--- config.mk ---
export PLATFORM = sky130hd
export DESIGN_NAME = pipe_ctrl
export DESIGN_NICKNAME = d
export VERILOG_FILES = /design/src/rtl/pipe_ctrl.sv
export SDC_FILE = /design/constraint.sdc
export NUM_CORES = 1
export LEC_CHECK = 0
export ABC_AREA = 1
export CORE_MARGIN = 4
export CORE_UTILIZATION = 45
export CTS_BUF_LIST = sky130_fd_sc_hd__clkbuf_8
export CTS_CLUSTER_SIZE = 28
export DETAILED_ROUTE_END_ITERATION = 7
export MAX_ROUTING_LAYER = met4
export PLACE_DENSITY = 0.73
export SYNTH_ARGS = -nofsm -noshare
export SYNTH_HDL_FRONTEND = slang
export SYNTH_SLANG_ARGS = --single-unit
--- constraint.sdc ---
create_clock -name clk -period 2.31 [get_ports clk]
set_input_delay 0.462 -clock clk [delete_from_list [all_inputs] [get_ports clk]]
set_output_delay 0.462 -clock clk [all_outputs]
set_load 0.02 [all_outputs]
--- src/rtl/pipe_ctrl.sv ---
// Pipeline controller: stall vector, exception/mispredict redirect, and
// saturating stall/flush performance counters.
//
// state | meaning
// RUN   | normal issue; stall vector follows the highest stalling stage
// DRAIN | exception accepted, whole pipe frozen until dcache goes idle
// FLUSH | one-cycle redirect: flush=1, new_pc/flush_cause valid
module pipe_ctrl #(
    parameter int STALL_W = 7,
    parameter int CNT_W   = 32
) (
    input  logic               clk,
    input  logic               rst,
    input  logic               stallreq_if,
    input  logic               stallreq_id,
    input  logic               stallreq_ex,
    input  logic               stallreq_mem,
    input  logic               exc_req,
    input  logic [31:0]        exc_target,
    input  logic               mispredict,
    input  logic [31:0]        mispredict_target,
    input  logic               mem_busy,
    output logic [STALL_W-1:0] stall,
    output logic               flush,
    output logic               flush_cause,
    output logic [31:0]        new_pc,
    output logic [CNT_W-1:0]   stall_cycles,
    output logic [CNT_W-1:0]   flush_count
);

    typedef enum logic [1:0] {RUN, DRAIN, FLUSH} state_t;

    localparam logic [STALL_W-1:0] STALL_MEM = STALL_W'(7'b0011111);
    localparam logic [STALL_W-1:0] STALL_EX  = STALL_W'(7'b0001111);
    localparam logic [STALL_W-1:0] STALL_ID  = STALL_W'(7'b0000111);
    localparam logic [STALL_W-1:0] STALL_IF  = STALL_W'(7'b0000011);

    state_t             state_q, state_d;
    logic [31:0]        pend_pc_q, pend_pc_d;
    logic               pend_cause_q, pend_cause_d;
    logic [31:0]        new_pc_q, new_pc_d;
    logic               flush_cause_q, flush_cause_d;
    logic [CNT_W-1:0]   stall_cycles_q, stall_cycles_d;
    logic [CNT_W-1:0]   flush_count_q, flush_count_d;

    always_comb begin
        stall = '0;
        if (!rst) begin
            case (state_q)
                RUN: begin
                    if (stallreq_mem)     stall = STALL_MEM;
                    else if (stallreq_ex) stall = STALL_EX;
                    else if (stallreq_id) stall = STALL_ID;
                    else if (stallreq_if) stall = STALL_IF;
                end
                DRAIN:   stall = '1;
                default: stall = '0;
            endcase
        end
    end

    always_comb begin
        state_d       = state_q;
        pend_pc_d     = pend_pc_q;
        pend_cause_d  = pend_cause_q;
        new_pc_d      = new_pc_q;
        flush_cause_d = flush_cause_q;
        case (state_q)
            RUN: begin
                if (exc_req) begin
                    if (mem_busy) begin
                        state_d      = DRAIN;
                        pend_pc_d    = exc_target;
                        pend_cause_d = 1'b0;
                    end else begin
                        state_d       = FLUSH;
                        new_pc_d      = exc_target;
                        flush_cause_d = 1'b0;
                    end
                end else if (mispredict && !stall[3]) begin
                    // A mispredict under an EX/MEM stall stays in EX and re-raises later.
                    state_d       = FLUSH;
                    new_pc_d      = mispredict_target;
                    flush_cause_d = 1'b1;
                end
            end
            DRAIN: begin
                if (!mem_busy) begin
                    state_d       = FLUSH;
                    new_pc_d      = pend_pc_q;
                    flush_cause_d = pend_cause_q;
                end
            end
            default: state_d = RUN;
        endcase
    end

    always_comb begin
        stall_cycles_d = stall_cycles_q;
        flush_count_d  = flush_count_q;
        if (stall[0] && stall_cycles_q != '1)
            stall_cycles_d = stall_cycles_q + 1'b1;
        if (state_q == FLUSH && flush_count_q != '1)
            flush_count_d = flush_count_q + 1'b1;
    end

    always_ff @(posedge clk) begin
        if (rst) begin
            state_q        <= RUN;
            pend_pc_q      <= '0;
            pend_cause_q   <= 1'b0;
            new_pc_q       <= '0;
            flush_cause_q  <= 1'b0;
            stall_cycles_q <= '0;
            flush_count_q  <= '0;
        end else begin
            state_q        <= state_d;
            pend_pc_q      <= pend_pc_d;
            pend_cause_q   <= pend_cause_d;
            new_pc_q       <= new_pc_d;
            flush_cause_q  <= flush_cause_d;
            stall_cycles_q <= stall_cycles_d;
            flush_count_q  <= flush_count_d;
        end
    end

    assign flush        = (state_q == FLUSH);
    assign flush_cause  = flush_cause_q;
    assign new_pc       = new_pc_q;
    assign stall_cycles = stall_cycles_q;
    assign flush_count  = flush_count_q;

endmodule

Word-level counts from Yosys, hierarchy flattened
Index checks and enable logic that the tools add are counted.
Widths: inputs -> output; s select.

word-level totals
  word-level logic and storage cells = 44
  output and inout port bits = 105
  bits of input ports = 73
  flip-flop bits (word level) = 131

operators by class
  equal/unequal tests = 7
  add/subtract/negate cells = 2
  muxes and demuxes = 20
  reductions and logical operators = 9

operator list
  cell                   count
  $mux 32                4
  $add 32x1->32 const B  2
  $ne 32x32->1 const B   2
  $pmux 32 s2            1
  $pmux 7 s2             1
  $mux 2                 5
  $mux 7                 1
  $ne 3x3->1 const B     2
  $mux 5                 1
  $mux 4                 1
  $pmux 2 s2             1
  $reduce_and 4->1       1
  $logic_and 1x1->1      3
  $mux 1                 3
  $mux 3                 1
  $reduce_and 3->1       1
  $eq 2x1->1 const B     1
  $eq 2x2->1 const B     1
  $logic_not 2->1        1
  $ne 2x2->1 const B     1
  $pmux 1 s2             1
  $reduce_and 2->1       1
  $reduce_bool 2->1      1
  $logic_not 1->1        1

Logic depth before layout (Yosys ltp)
  depth after elaboration = 11
  mapped depth = 11
  depth with buffers taken out = 10

Least setup slack after synthesis
OpenSTA, ideal clock, no wires.

  kind = reg2out
  start point = register state_q[1]
  end point = output stall[6]
  slack = 0.417 ns
  data required time = 1.848 ns
  arrival time = 1.431 ns
  cell stages (with the launch flop) = 7
  path buffers = 3
  cells stage by stage = dfxtp_1 > inv_1 > nand2_1 > buf_2 > buf_1 > nor2_1 > buf_4

on the way
  longest elaborated chain between the ends = 3
  elaborated cells on any way between the ends = 4
  those cells by class = 1 x eq/ne; 2 x mux; 1 x reduce/logical

ends and longest elaborated chain
  item                                           line  RTL
  from (decl)                                    38    state_t state_q, state_d;
  from (signal assigned)                         117   state_q <= state_d;
  $eq 2x1->1 or $logic_not 2->1 (tied branches)  49    case (state_q)
  $pmux 7 s2 (*)                                 49
  $mux 7 (*)                                     48    if (!rst) begin
  to (decl)                                      23    output logic [STALL_W-1:0] stall,

Mark *: on every way between the ends. The rest lies on a longest branch, timed or not.

Final worst setup path
  start point = register state_q[1]
  end point = output flush

on the way
  longest elaborated chain between the ends = 1

ends and longest elaborated chain
  item        line  RTL
  $eq 2x2->1  127   assign flush = (state_q == FLUSH);
  to (decl)   24    output logic flush,

Every way passes these cells.

==> flow_metrics.env <==
export IMPL_overflow=0
export IMPL_fin_crit_ns=2.25
export IMPL_synth_area_leaders="dfxtp_1, nand2_1, nor2_1, a21oi_1, a21oi_2"
export IMPL_grt_pass1_vias=7170
export IMPL_skew_ns=0.00780
export IMPL_power_leakage_nw=3.76
export IMPL_globalRouteMet1Util_pct=29.9
export IMPL_clock_latency_ns=0.45
export IMPL_io_buffers=177
export IMPL_dpl_cell_area_sq_um=9400
export IMPL_setup_tns_ns=0
export IMPL_power_frac_seq_pct=41.4
export IMPL_p_switching_w=0.00171
export IMPL_max_freq_mhz=445
export IMPL_layout_area_overhead_vs_synth_pct=32.5
export IMPL_groute_usage_overall_pct=23.7
export IMPL_setup_viol=0
export IMPL_fin_ws_ns=0.0610
export IMPL_yosysTopAreaCellShare_pct=35.2
export IMPL_drc_errors=0
export IMPL_design_portCount=178
export IMPL_min_path_cells=3
export IMPL_final_hold_viol_count=0
export IMPL_slew_violations=0
export IMPL_start_util_pct=46.4
export IMPL_grtUsageMet2_pct=38.8
export IMPL_cts_setup_buffers=0
export IMPL_first_pass_iters=5
export IMPL_synth_warnings=0
export IMPL_p_clk_share_pct=39.5
export IMPL_p_comb_share_pct=19.2
export IMPL_grt_max_degree=66
export IMPL_nets=1392
export IMPL_cts_root_buf="clkbuf_8"
export IMPL_maxCapViolCount=0
export IMPL_worstPathMaxFanout=4
export IMPL_cp_start_kind="register"
export IMPL_post_synth_top_area_cell="dfxtp_1"
export IMPL_rows=46
export IMPL_path_class="register to output pin"
export IMPL_drt_iter0_markers=435
export IMPL_drtAntennaViolNets=0
export IMPL_avgSynthCellArea_sq_um=6.46
export IMPL_yosysSeqAreaShare_pct=35.2
export IMPL_slew_headroom_pct=54.2
export IMPL_grt_pass1_wl_microns=34900
export IMPL_fp_dieH_microns=137
export IMPL_tritoncts="built"
export IMPL_cts_sinks=131
export IMPL_cts_buffers=17
export IMPL_die_w_microns=137
export IMPL_vias=7751
export IMPL_pre_cts_ws_ns=-0.136
export IMPL_routed_wl_microns=21400
export IMPL_utilization_pct=61.4
export IMPL_p_int_w=0.00426
export IMPL_die_area_sq_um=18700
export IMPL_wl_per_cell_microns=13.9
export IMPL_synth_net_count=1227
export IMPL_clk_pin_slew_ns=0.08
export IMPL_viasPerCell=5.02
export IMPL_ys_seq_elements=131
export IMPL_hold_ws_ns=0.440
export IMPL_grt_use_met3_pct=4.63
export IMPL_layout_commonest_cell="nand2_1"
export IMPL_tightest_slew_ns=0.688
export IMPL_p_per_area_nw_per_um2=605
export IMPL_fillers=1517
export IMPL_drive_gt1_share_pct=11.3
export IMPL_power_switching_share_pct=28.6
export IMPL_synth_area_sq_um=7450
export IMPL_layout_common_cells="nand2_1, nor2_1, clkdlybuf4s50_1, dfxtp_1, inv_1"
export IMPL_clock_path_buffers=2
export IMPL_yosys_cell_types_count=28
export IMPL_core_area_sq_um=16100
export IMPL_r2r_cells=10
export IMPL_period_share_pct=97.4
export IMPL_holdCritPathClass="input pin to register"
export IMPL_antenna_cells=0
export IMPL_critPathArrivalTime_ns=1.79
export IMPL_outcome="finished, final reports clean"
export IMPL_globalplace_congestion=0.937
export IMPL_antenna_found_initial=0
export IMPL_required_ns=1.85
export IMPL_rsz0062_at_grt="no"
export IMPL_final_area_sq_um=9870
export IMPL_cp_end_kind="output pin"
export IMPL_ir_drop_uv=421
export IMPL_htree_levels=4
export IMPL_grt_busiest_layer="met2"
export IMPL_syn_inst=1152
export IMPL_dp_hpwl_microns=15600
## Yosys cell counts
cell	count
nand2_2	32
clkbuf_1	32
a21oi_2	40
nand3b_1	1
inv_1	78
buf_2	14
a31oi_1	15
nor3_1	9
a21oi_1	72
o21ai_0	60
buf_1	2
inv_2	1
nor2_2	6
buf_12	4
nor3_4	1
nand2_1	343
nor2_8	2
xnor2_1	9
nand2_4	4
nor2_1	195
buf_4	2
buf_6	2
nand4_1	13
ha_1	2
nand3_1	59
dfxtp_1	131
xor2_1	17
nor2_4	6
## layout make-up
class                   instances  area (sq um)  share of cell area [%]
repair buffers                202          1990                    20.1
clock inverters                14           236                    2.40
flip-flops and latches        131          2620                    26.6
clock buffers                  17           234                    2.37
well taps                     216           270                    2.74
inverters                      79           297                    3.01
multi-input cells             886          4220                    42.8
## power groups by stage
stage / combinational [W] / clock, W / sequential [W]
6_report: 0.00114 / 0.00236 / 0.00247
5_1_grt: 0.00125 / 0.00248 / 0.00249
4_1_cts: 0.00116 / 0.00241 / 0.00247
3_5_place_dp: 0.00116 / 0 / 0.00252
3_3_place_gp: 0.00115 / 0 / 0.00252
2_1_floorplan: 0.000583 / 0 / 0.00261
## path summary, 6_finish.rpt
path | start | slack [ns] | endpoint
worst max-delay path | state_q[1] | 0.06 | flush
worst min register to register | new_pc[24] | 0.46 | new_pc[24]
worst min-delay path | rst | 0.44 | flush_count[10]
worst max register to register | flush_count[0] | 0.36 | flush_count[8]
## through the flow
stage / total power (W) / instances
2_1_floorplan: 0.00319 / 1152
5_1_grt: 0.00622 / 1545
4_1_cts: 0.00603 / 1545
3_3_place_gp: 0.00367 / 1514
3_5_place_dp: 0.00368 / 1514
6_report: 0.00597 / 1545
## what timing repair did
item	CTS	global route
endpoints found under the setup margin	8	0
resized for setup	8	0
hold buffers	0	0
hold endpoints to repair	0	0
## worst max-delay path: stages (launching register included)
cell and delay [ns]:
dfxtp_2 0.41, inv_1 0.10, nor2_2 0.18, clkdlybuf4s50_1 0.64
## cell families after synthesis
family,Yosys count,synth area share (%)
xor+xnor,26,3.06
simple gates,671,38.3
fa+ha+maj,2,0.336
buf+inv,135,8.22
compound gates,187,14.8
flops,131,35.2
## registers in the layout, indices dropped and copies added, names as in the netlist
register      count
flush_count      32
state_q           2
new_pc           32
pend_pc_q        32
stall_cycles     32
flush_cause       1
## routing by layer
| layer | vias up | share of wire, % |
|---|---|---|
| met2 | 221 | 48 |
| met1 | 3513 | 45 |
| met5 | - | 0 |
| li1 | 3993 | - |
| met3 | 24 | 5.9 |
| met4 | 0 | 1.3 |
Power figures use the tool's default switching activity.
